`src/rtl/lh_msg_feeder_if.sv`:
```
// lh_msg_feeder_if: byte stream in, light_hash command/digest, and result port of the feeder
interface lh_msg_feeder_if;
   logic        in_valid;
   logic        in_ready;
   logic [7:0]  in_byte;
   logic        in_last;
   logic        in_empty;
   logic        lh_message_valid;
   logic [1:0]  lh_state;
   logic [7:0]  lh_message_byte;
   logic        lh_next_byte;
   logic [63:0] lh_digest;
   logic        lh_digest_ready;
   logic        out_valid;
   logic        out_ready;
   logic [63:0] out_digest;
   logic [15:0] out_len;
   logic        out_error;
   modport master (
      input  in_valid, in_byte, in_last, in_empty, lh_next_byte, lh_digest, lh_digest_ready, out_ready,
      output in_ready, lh_message_valid, lh_state, lh_message_byte, out_valid, out_digest, out_len, out_error
   );
   modport slave (
      output in_valid, in_byte, in_last, in_empty, lh_next_byte, lh_digest, lh_digest_ready, out_ready,
      input  in_ready, lh_message_valid, lh_state, lh_message_byte, out_valid, out_digest, out_len, out_error
   );
endinterface

```
`src/rtl/lh_msg_feeder.sv`:
```
// lh_msg_feeder: drives light_hash head/message/tail commands from a byte stream and returns the digest.
// Define LH_FEEDER_TIMEOUT_EN to add a watchdog that aborts stalled BUSY/DIGEST waits.
module lh_msg_feeder #(
   parameter int TIMEOUT_CYCLES = 1024
) (
   input logic            clk,
   input logic            rst,
   lh_msg_feeder_if.master bus
);
   typedef enum logic [2:0] {
      IDLE, CMD, GAP, BUSY, FETCH, DIGEST, OUT
`ifdef LH_FEEDER_TIMEOUT_EN
      , DRAIN
`endif
   } state_t;
   // command codes double as the lh_state encoding
   typedef enum logic [1:0] {HEAD = 2'b00, TAIL = 2'b01, MSG = 2'b10} cmd_t;
   state_t      state_q;
   cmd_t        cmd_q;
   logic        last_q;
   logic        valid_q;
   logic [1:0]  lh_state_q;
   logic [7:0]  byte_q;
   logic [15:0] len_q;
   logic [15:0] out_len_q;
   logic [63:0] digest_q;
`ifdef LH_FEEDER_TIMEOUT_EN
   logic [15:0] wd_q;
   logic        error_q;
   logic        wd_hit;
   assign wd_hit       = wd_q == 16'(TIMEOUT_CYCLES - 1);
   assign bus.in_ready  = state_q == FETCH || state_q == DRAIN;
   assign bus.out_error = error_q;
`else
   localparam int unused_timeout = TIMEOUT_CYCLES;
   assign bus.in_ready  = state_q == FETCH;
   assign bus.out_error = 1'b0;
`endif
   assign bus.lh_message_valid = valid_q;
   assign bus.lh_state         = lh_state_q;
   assign bus.lh_message_byte  = byte_q;
   assign bus.out_valid        = state_q == OUT;
   assign bus.out_digest       = digest_q;
   assign bus.out_len          = out_len_q;
   always_ff @(posedge clk or posedge rst) begin
      if (rst) begin
         state_q    <= IDLE;
         cmd_q      <= HEAD;
         last_q     <= 1'b0;
         valid_q    <= 1'b0;
         lh_state_q <= 2'b11;
         byte_q     <= 8'h00;
         len_q      <= 16'h0;
         out_len_q  <= 16'h0;
         digest_q   <= 64'h0;
`ifdef LH_FEEDER_TIMEOUT_EN
         wd_q       <= 16'h0;
         error_q    <= 1'b0;
`endif
      end else begin
         valid_q <= 1'b0;
`ifdef LH_FEEDER_TIMEOUT_EN
         wd_q <= (state_q == BUSY || state_q == DIGEST) ? wd_q + 16'd1 : 16'd0;
`endif
         case (state_q)
            IDLE: begin
               len_q  <= 16'h0;
               last_q <= 1'b0;
               if (bus.in_valid) begin
                  cmd_q      <= HEAD;
                  lh_state_q <= HEAD;
                  valid_q    <= 1'b1;
                  state_q    <= CMD;
               end
            end
            CMD: state_q <= GAP;
            GAP: state_q <= cmd_q == TAIL ? DIGEST : BUSY;
            BUSY:
`ifdef LH_FEEDER_TIMEOUT_EN
               if (wd_hit) begin
                  error_q   <= 1'b1;
                  digest_q  <= 64'h0;
                  out_len_q <= len_q;
                  state_q   <= last_q ? OUT : DRAIN;
               end else
`endif
               if (!bus.lh_next_byte) begin
                  if (cmd_q == MSG && last_q) begin
                     cmd_q      <= TAIL;
                     lh_state_q <= TAIL;
                     valid_q    <= 1'b1;
                     state_q    <= CMD;
                  end else
                     state_q <= FETCH;
               end
            FETCH:
               if (bus.in_valid) begin
                  valid_q <= 1'b1;
                  state_q <= CMD;
                  if (bus.in_last && bus.in_empty) begin
                     cmd_q      <= TAIL;
                     lh_state_q <= TAIL;
                     last_q     <= 1'b1;
                  end else begin
                     cmd_q      <= MSG;
                     lh_state_q <= MSG;
                     byte_q     <= bus.in_byte;
                     last_q     <= bus.in_last;
                     len_q      <= len_q + {15'd0, ~&len_q};
                  end
               end
            DIGEST:
`ifdef LH_FEEDER_TIMEOUT_EN
               if (wd_hit) begin
                  error_q   <= 1'b1;
                  digest_q  <= 64'h0;
                  out_len_q <= len_q;
                  state_q   <= OUT;
               end else
`endif
               if (bus.lh_digest_ready) begin
                  digest_q  <= bus.lh_digest;
                  out_len_q <= len_q;
                  state_q   <= OUT;
               end
            OUT:
               if (bus.out_ready) begin
                  lh_state_q <= 2'b11;
                  state_q    <= IDLE;
`ifdef LH_FEEDER_TIMEOUT_EN
                  error_q    <= 1'b0;
`endif
               end
`ifdef LH_FEEDER_TIMEOUT_EN
            DRAIN: if (bus.in_valid && bus.in_last) state_q <= OUT;
`endif
            default: state_q <= IDLE;
         endcase
      end
   end
endmodule
```
`src/flat_wrapper.sv`:
```
// flat-port wrapper written by rule: the top's interface ports become plain ports
module lh_msg_feeder_flat 
#(
   parameter int TIMEOUT_CYCLES = 1024
)
  (clk, rst, bus_in_valid, bus_in_byte, bus_in_last, bus_in_empty, bus_lh_next_byte, bus_lh_digest, bus_lh_digest_ready, bus_out_ready, bus_in_ready, bus_lh_message_valid, bus_lh_state, bus_lh_message_byte, bus_out_valid, bus_out_digest, bus_out_len, bus_out_error);
  lh_msg_feeder_if bus_i ();
  input logic clk;
  input logic rst;
  input wire logic [$bits(bus_i.in_valid)-1:0] bus_in_valid;
  input wire logic [$bits(bus_i.in_byte)-1:0] bus_in_byte;
  input wire logic [$bits(bus_i.in_last)-1:0] bus_in_last;
  input wire logic [$bits(bus_i.in_empty)-1:0] bus_in_empty;
  input wire logic [$bits(bus_i.lh_next_byte)-1:0] bus_lh_next_byte;
  input wire logic [$bits(bus_i.lh_digest)-1:0] bus_lh_digest;
  input wire logic [$bits(bus_i.lh_digest_ready)-1:0] bus_lh_digest_ready;
  input wire logic [$bits(bus_i.out_ready)-1:0] bus_out_ready;
  output wire logic [$bits(bus_i.in_ready)-1:0] bus_in_ready;
  output wire logic [$bits(bus_i.lh_message_valid)-1:0] bus_lh_message_valid;
  output wire logic [$bits(bus_i.lh_state)-1:0] bus_lh_state;
  output wire logic [$bits(bus_i.lh_message_byte)-1:0] bus_lh_message_byte;
  output wire logic [$bits(bus_i.out_valid)-1:0] bus_out_valid;
  output wire logic [$bits(bus_i.out_digest)-1:0] bus_out_digest;
  output wire logic [$bits(bus_i.out_len)-1:0] bus_out_len;
  output wire logic [$bits(bus_i.out_error)-1:0] bus_out_error;
  assign bus_i.in_valid = bus_in_valid;
  assign bus_i.in_byte = bus_in_byte;
  assign bus_i.in_last = bus_in_last;
  assign bus_i.in_empty = bus_in_empty;
  assign bus_i.lh_next_byte = bus_lh_next_byte;
  assign bus_i.lh_digest = bus_lh_digest;
  assign bus_i.lh_digest_ready = bus_lh_digest_ready;
  assign bus_i.out_ready = bus_out_ready;
  assign bus_in_ready = bus_i.in_ready;
  assign bus_lh_message_valid = bus_i.lh_message_valid;
  assign bus_lh_state = bus_i.lh_state;
  assign bus_lh_message_byte = bus_i.lh_message_byte;
  assign bus_out_valid = bus_i.out_valid;
  assign bus_out_digest = bus_i.out_digest;
  assign bus_out_len = bus_i.out_len;
  assign bus_out_error = bus_i.out_error;
  lh_msg_feeder #(.TIMEOUT_CYCLES(TIMEOUT_CYCLES)) u_core (.clk(clk), .rst(rst), .bus(bus_i));
endmodule
```
`config.mk`:
```
export PLATFORM = sky130hd
export DESIGN_NAME = lh_msg_feeder_flat
export DESIGN_NICKNAME = d
export VERILOG_FILES = /design/src/rtl/lh_msg_feeder_if.sv /design/src/rtl/lh_msg_feeder.sv /design/src/flat_wrapper.sv
export SDC_FILE = /design/constraint.sdc
export NUM_CORES = 1
export LEC_CHECK = 0
export CORE_ASPECT_RATIO = 1.5
export CORE_MARGIN = 2
export CORE_UTILIZATION = 44
export CTS_CLUSTER_SIZE = 16
export DETAILED_ROUTE_END_ITERATION = 6
export HOLD_SLACK_MARGIN = 0.08
export PLACE_DENSITY = 0.8
export SLEW_MARGIN = 10
export SYNTH_ARGS = -nofsm -noshare
export SYNTH_HDL_FRONTEND = slang
export SYNTH_SLANG_ARGS = --single-unit
```
`constraint.sdc`:
```
create_clock -name clk -period 3.8 [get_ports clk]
set_input_delay 0.38 -clock clk [delete_from_list [all_inputs] [get_ports clk]]
set_output_delay 0.38 -clock clk [all_outputs]
set_load 0.01 [all_outputs]
```
# ---- Word level (Yosys, flattened, before mapping)
# Cells that the tools add are included.
dict set report word_totals {
  reg_bits 113
  input_bits 80
  output_inout_bits 94
  wordCells 68
}
dict set report op_classes {
  addsub 1
  n_eq_ne 16
  n_mux 25
  bitwise_logic 1
  reduce_logical 16
}
# op n
set ops {}
lappend ops {{$mux 16} 2}
lappend ops {{$pmux 16 s2} 1}
lappend ops {{$mux 3} 6}
lappend ops {{$pmux 3 s6} 1}
lappend ops {{$add 16x1->16} 1}
lappend ops {{$reduce_and 16->1} 1}
lappend ops {{$mux 2} 6}
lappend ops {{$ne 2x2->1 const B} 6}
lappend ops {{$eq 3x3->1 const B} 3}
lappend ops {{$pmux 2 s4} 1}
lappend ops {{$eq 3x2->1 const B} 2}
lappend ops {{$pmux 2 s3} 1}
lappend ops {{$reduce_and 3->1} 2}
lappend ops {{$reduce_and 6->1} 1}
lappend ops {{$mux 1} 5}
lappend ops {{$reduce_and 5->1} 1}
lappend ops {{$ne 2x1->1 const B} 2}
lappend ops {{$pmux 1 s2} 2}
lappend ops {{$reduce_and 2->1} 2}
lappend ops {{$reduce_and 4->1} 1}
lappend ops {{$reduce_bool 4->1} 1}
lappend ops {{$eq 3x1->1 const B} 1}
lappend ops {{$logic_not 3->1} 1}
lappend ops {{$reduce_bool 3->1} 1}
lappend ops {{other kinds (7)} 8}

# ---- Depth between registers and ports, before layout
dict set report depth {
  ltp_word 6
  depth_mapped 11
  depth_no_buf 9
}

# ---- Least setup slack after synthesis
# OpenSTA, ideal clock, no wires.
dict set report synth_timing {
  path_kind {flip-flop to flip-flop}
  startpoint {register u_core.len_q[3]}
  endpoint {register u_core.len_q[11]}
  setup_time_ps 78
  arrival_time_ps 2423
  required_time_ps 3722
  slack_ps 1299
  path_stages_with_launch 11
  n_path_buf 1
  synth_period_minus_slack_ps 2501
  cell_sequence {dfrtp_1 and4_1 buf_2 and2_1 and3_1 nand3_1 ha_1 or3b_1 a21o_1 or4_1 a21oi_1}
}
dict set report synth_between {
  elab_chain_cells 6
}
# element line_no
set synth_rtl {}
lappend synth_rtl {{from (decl)} lh_msg_feeder.sv:24} ;# logic [15:0] len_q;
lappend synth_rtl {{from (signal assigned)} lh_msg_feeder.sv:109} ;# len_q <= len_q + {15'd0, ~&len_q};
lappend synth_rtl {{$reduce_and 16->1} lh_msg_feeder.sv:109}
lappend synth_rtl {{$logic_not 1->1} lh_msg_feeder.sv:109}
lappend synth_rtl {{$add 16x1->16 *} lh_msg_feeder.sv:109}
lappend synth_rtl {{$mux 16 *} lh_msg_feeder.sv:100} ;# if (bus.in_last && bus.in_empty) begin
lappend synth_rtl {{$mux 16 *} lh_msg_feeder.sv:97} ;# if (bus.in_valid) begin
lappend synth_rtl {{$pmux 16 s2 *} lh_msg_feeder.sv:65} ;# case (state_q)
# Every way passes the cells marked *; elsewhere a longest branch is shown, timed or not. The select of a mux whose other input is x is not followed.
# A chain may end at the register's enable or synchronous reset.

# ---- Worst setup path after layout
dict set report layout_timing {
  startpoint {register u_core.len_q[9]}
  endpoint {register u_core.len_q[10]}
}
# The elaborated chain is that of the path after synthesis.

==> flow_summary_export.csv <==
group,metric,value,unit
global_route,grt_use_total,0.206,
floorplanning,die_y,130,um
routing,ant_nets,0,
sta,timing.hold.ws,465,ps
critical_path,crit_fanout,14,
critical_path,rrSetupSlack,1030,ps
routing,viasPerCell,5.13,
synthesis,synth_edf_count,0,
global_route,gr-total-overflow,0,
floorplanning,start_util,0.445,
synthesis,synth_nets,432,
global_route,grt_pass1_wl,17900,um
placed_design,port_buffers,172,
global_route,antenna_found_initial,0,
status,status,"completed",
synthesis,synthDistinctLibCells,46,
routing,firstDrtPassIters,4,
synthesis,synthMuxAreaShare,0.210,
critical_path,critPathCaptureType,"flip-flop",
sta,rsz0062_at_grt,"false",
floorplanning,io_pins,174,
floorplanning,rows,46,
clocking,insertion_delay,410,ps
sta,finalSetupTns,0,ps
global_route,grt_pass1_vias,3550,
synthesis,synth_top_family_by_area,"multiplexers",
finish,antenna_cells,0,
finish,fin_cells,683,
critical_path,startpoint,"u_core.len_q[9]",
finish,nNetsFinal,610,
finish,layout_commonest_cell,"clkdlybuf4s50_1",
run,drv_cap,0,
min_path,hold_class,"reg -> reg",
clocking,cts.sinks,113,
power,ir_drop,0.000463,V
clocking,cts-buffers-inserted,17,
placed_design,placed_cells,653,
critical_path,required,4120,ps
critical_path,critPathKind,"reg -> reg",
sta,slew_violations,0,
sta,max_clock_freq,362,MHz
routing,via_count,3502,
synthesis,synthSimpleGateAreaFrac,0.0808,
synthesis,synth_xor_area_frac,0.00564,
finish,drive_gt1_frac,0.234,
synthesis,ys.flop_type,"dfrtp_1",
global_route,grt_max_degree,79,
placed_design,place_congestion,0.790,
clocking,cts_tree,"built",
synthesis,synth-compound-area-share,0.0674,
clocking,cts_root_buffer,"clkbuf_16",
synthesis,async_flop_share,1.00,
clocking,h-tree-depth,4,
clocking,postCtsSetupRepairBufs,0,
clocking,hold_buffers,0,
critical_path,cp.arrival,3090,ps
synthesis,syn_avg_cell_area,13.3,um2
sta,finalClockSkew,7.49,ps
sta,finalHoldViolCount,0,
sta,worst_slew_pin_slew,962,ps
finish,layout_common_cells,"clkdlybuf4s50_1 (172), dfrtp_1 (111), mux2_2 (86), clkbuf_16 (17)",
synthesis,ys_seq_area_frac,0.607,
finish,syn_to_final_growth,52.8,%
synthesis,synth_cells,350,
routing,wl_per_cell,16.8,um
sta,period_share,0.728,
routing,drt-total-wl,11500,um
synthesis,synth_area,4660,um2
critical_path,timing.rr.start,"u_core.len_q[9]",
sta,maxSlewHeadroom,0.359,
floorplanning,core_area,10500,um2
floorplanning,die_width,88.0,um
synthesis,ys_ff_latch,113,
synthesis,yosysWarnings,0,
routing,drt_iter0_markers,125,
critical_path,r2r_end,"u_core.len_q[10]",
clocking,clockBufferDepth,2,
finish,fillers,812,
critical_path,start_kind,"flip-flop",
placed_design,hpwlAfterDp,8140,um
power,p_per_area,768,nW/um2
clocking,path_clk_slew,50,ps
floorplanning,die_area,11400,um2
routing,drcViolationCount,0,
sta,period_minus_slack,2770,ps
critical_path,r2r_cells,9,
sta,setup_viol,0,
critical_path,cp-endpoint,"u_core.len_q[10]",
power,power.leakage,3.09,nW
synthesis,synth_fa_ha_area_frac,0.00537,
clocking,cts_resized,0,
## cells in the mapped netlist, drive strengths merged, types with 3 or more instances
cell    number  area, um2
or3          4       25.0
o31ai        6       45.0
mux2        86        968
o21ai       11       55.1
and3         3       18.8
nand2       15       56.3
dfrtp      111       2780
nand2b       4       25.0
clkbuf      12       45.0
inv          9       33.8
or4          7       52.6
buf          5       27.5
nor2        11       41.3
nand3        7       35.0
a21oi       15       75.1
nor3         4       20.0
## report_power, final
| part | internal (W) | switching [W] | total [W] |
|---|---|---|---|
| clock | 0.00102 | 0.000507 | 0.00153 |
| combinational | 0.00121 | 0.000777 | 0.00199 |
| sequential | 0.00167 | 0.000279 | 0.00195 |
## per-stage QoR
| step | utilization | instance area [um2] | worst slack, ps | total power (W) |
|---|---|---|---|---|
| floorplan | - | 4660 | 436 | 0.00280 |
| global placement | 0.625 | 6550 | 1210 | 0.00388 |
| detailed placement | 0.625 | 6550 | 1070 | 0.00396 |
| CTS | 0.680 | 7120 | 1050 | 0.00552 |
| global route | 0.680 | 7120 | 853 | 0.00575 |
| finish | 0.680 | 7120 | 1030 | 0.00546 |
## how the worst min path moves through the flow
stage                                       from                endpoint  slack, ps  cells past startpoint
after CTS                 u_core.bus.lh_state[0]  u_core.bus.lh_state[0]        470                      2
after floorplan           u_core.bus.lh_state[0]  u_core.bus.lh_state[0]        470                      2
after global routing      u_core.bus.lh_state[0]  u_core.bus.lh_state[0]        490                      2
after global placement    u_core.bus.lh_state[0]  u_core.bus.lh_state[0]        450                      2
final                     u_core.bus.lh_state[0]  u_core.bus.lh_state[0]        470                      2
after detailed placement  u_core.bus.lh_state[0]  u_core.bus.lh_state[0]        460                      2
## logic make-up after synthesis
group,Yosys count
mux,87
fa+ha+maj,2
buf+inv,26
other cells,1
simple gates,69
compound gates,49
xor+xnor,3
flops,113
## registers in the layout (all words and copies together), names as in the netlist
register / cells
u_core.cmd_q: 2
u_core.bus.lh_message_byte: 8
u_core.bus.out_len: 16
u_core.bus.out_digest: 64
u_core.len_q: 16
u_core.bus.lh_state: 2
u_core.last_q: 1
u_core.bus.lh_message_valid: 1
u_core.state_q: 3
## layout make-up
cell class	count	area, um2	area share
inverters	9	36.3	0.00510
well taps	144	180	0.0253
clock buffers	24	492	0.0691
flip-flops and latches	113	2830	0.398
clock inverters	6	80.1	0.0112
multi-input cells	211	1740	0.244
repair buffers	176	1760	0.248
## critical path: stages (launching register included)
cell and delay [ps]:
dfrtp_1 440, and4_1 240, and3_1 200, and3_1 190, nand3_1 110, ha_1 160, nor3b_1 220, o21ai_1 350
or4_1 600, a21oi_1 170
## metal layers
layer	GRT usage	vias up	share of wire
met3	0.0727	14	0.061
met1	0.230	1735	0.37
li1	-	1625	-
met2	0.359	128	0.55
met4	0.0784	0	0.016
met5	0	-	0
No activity file was read; power rests on OpenSTA's default activity.
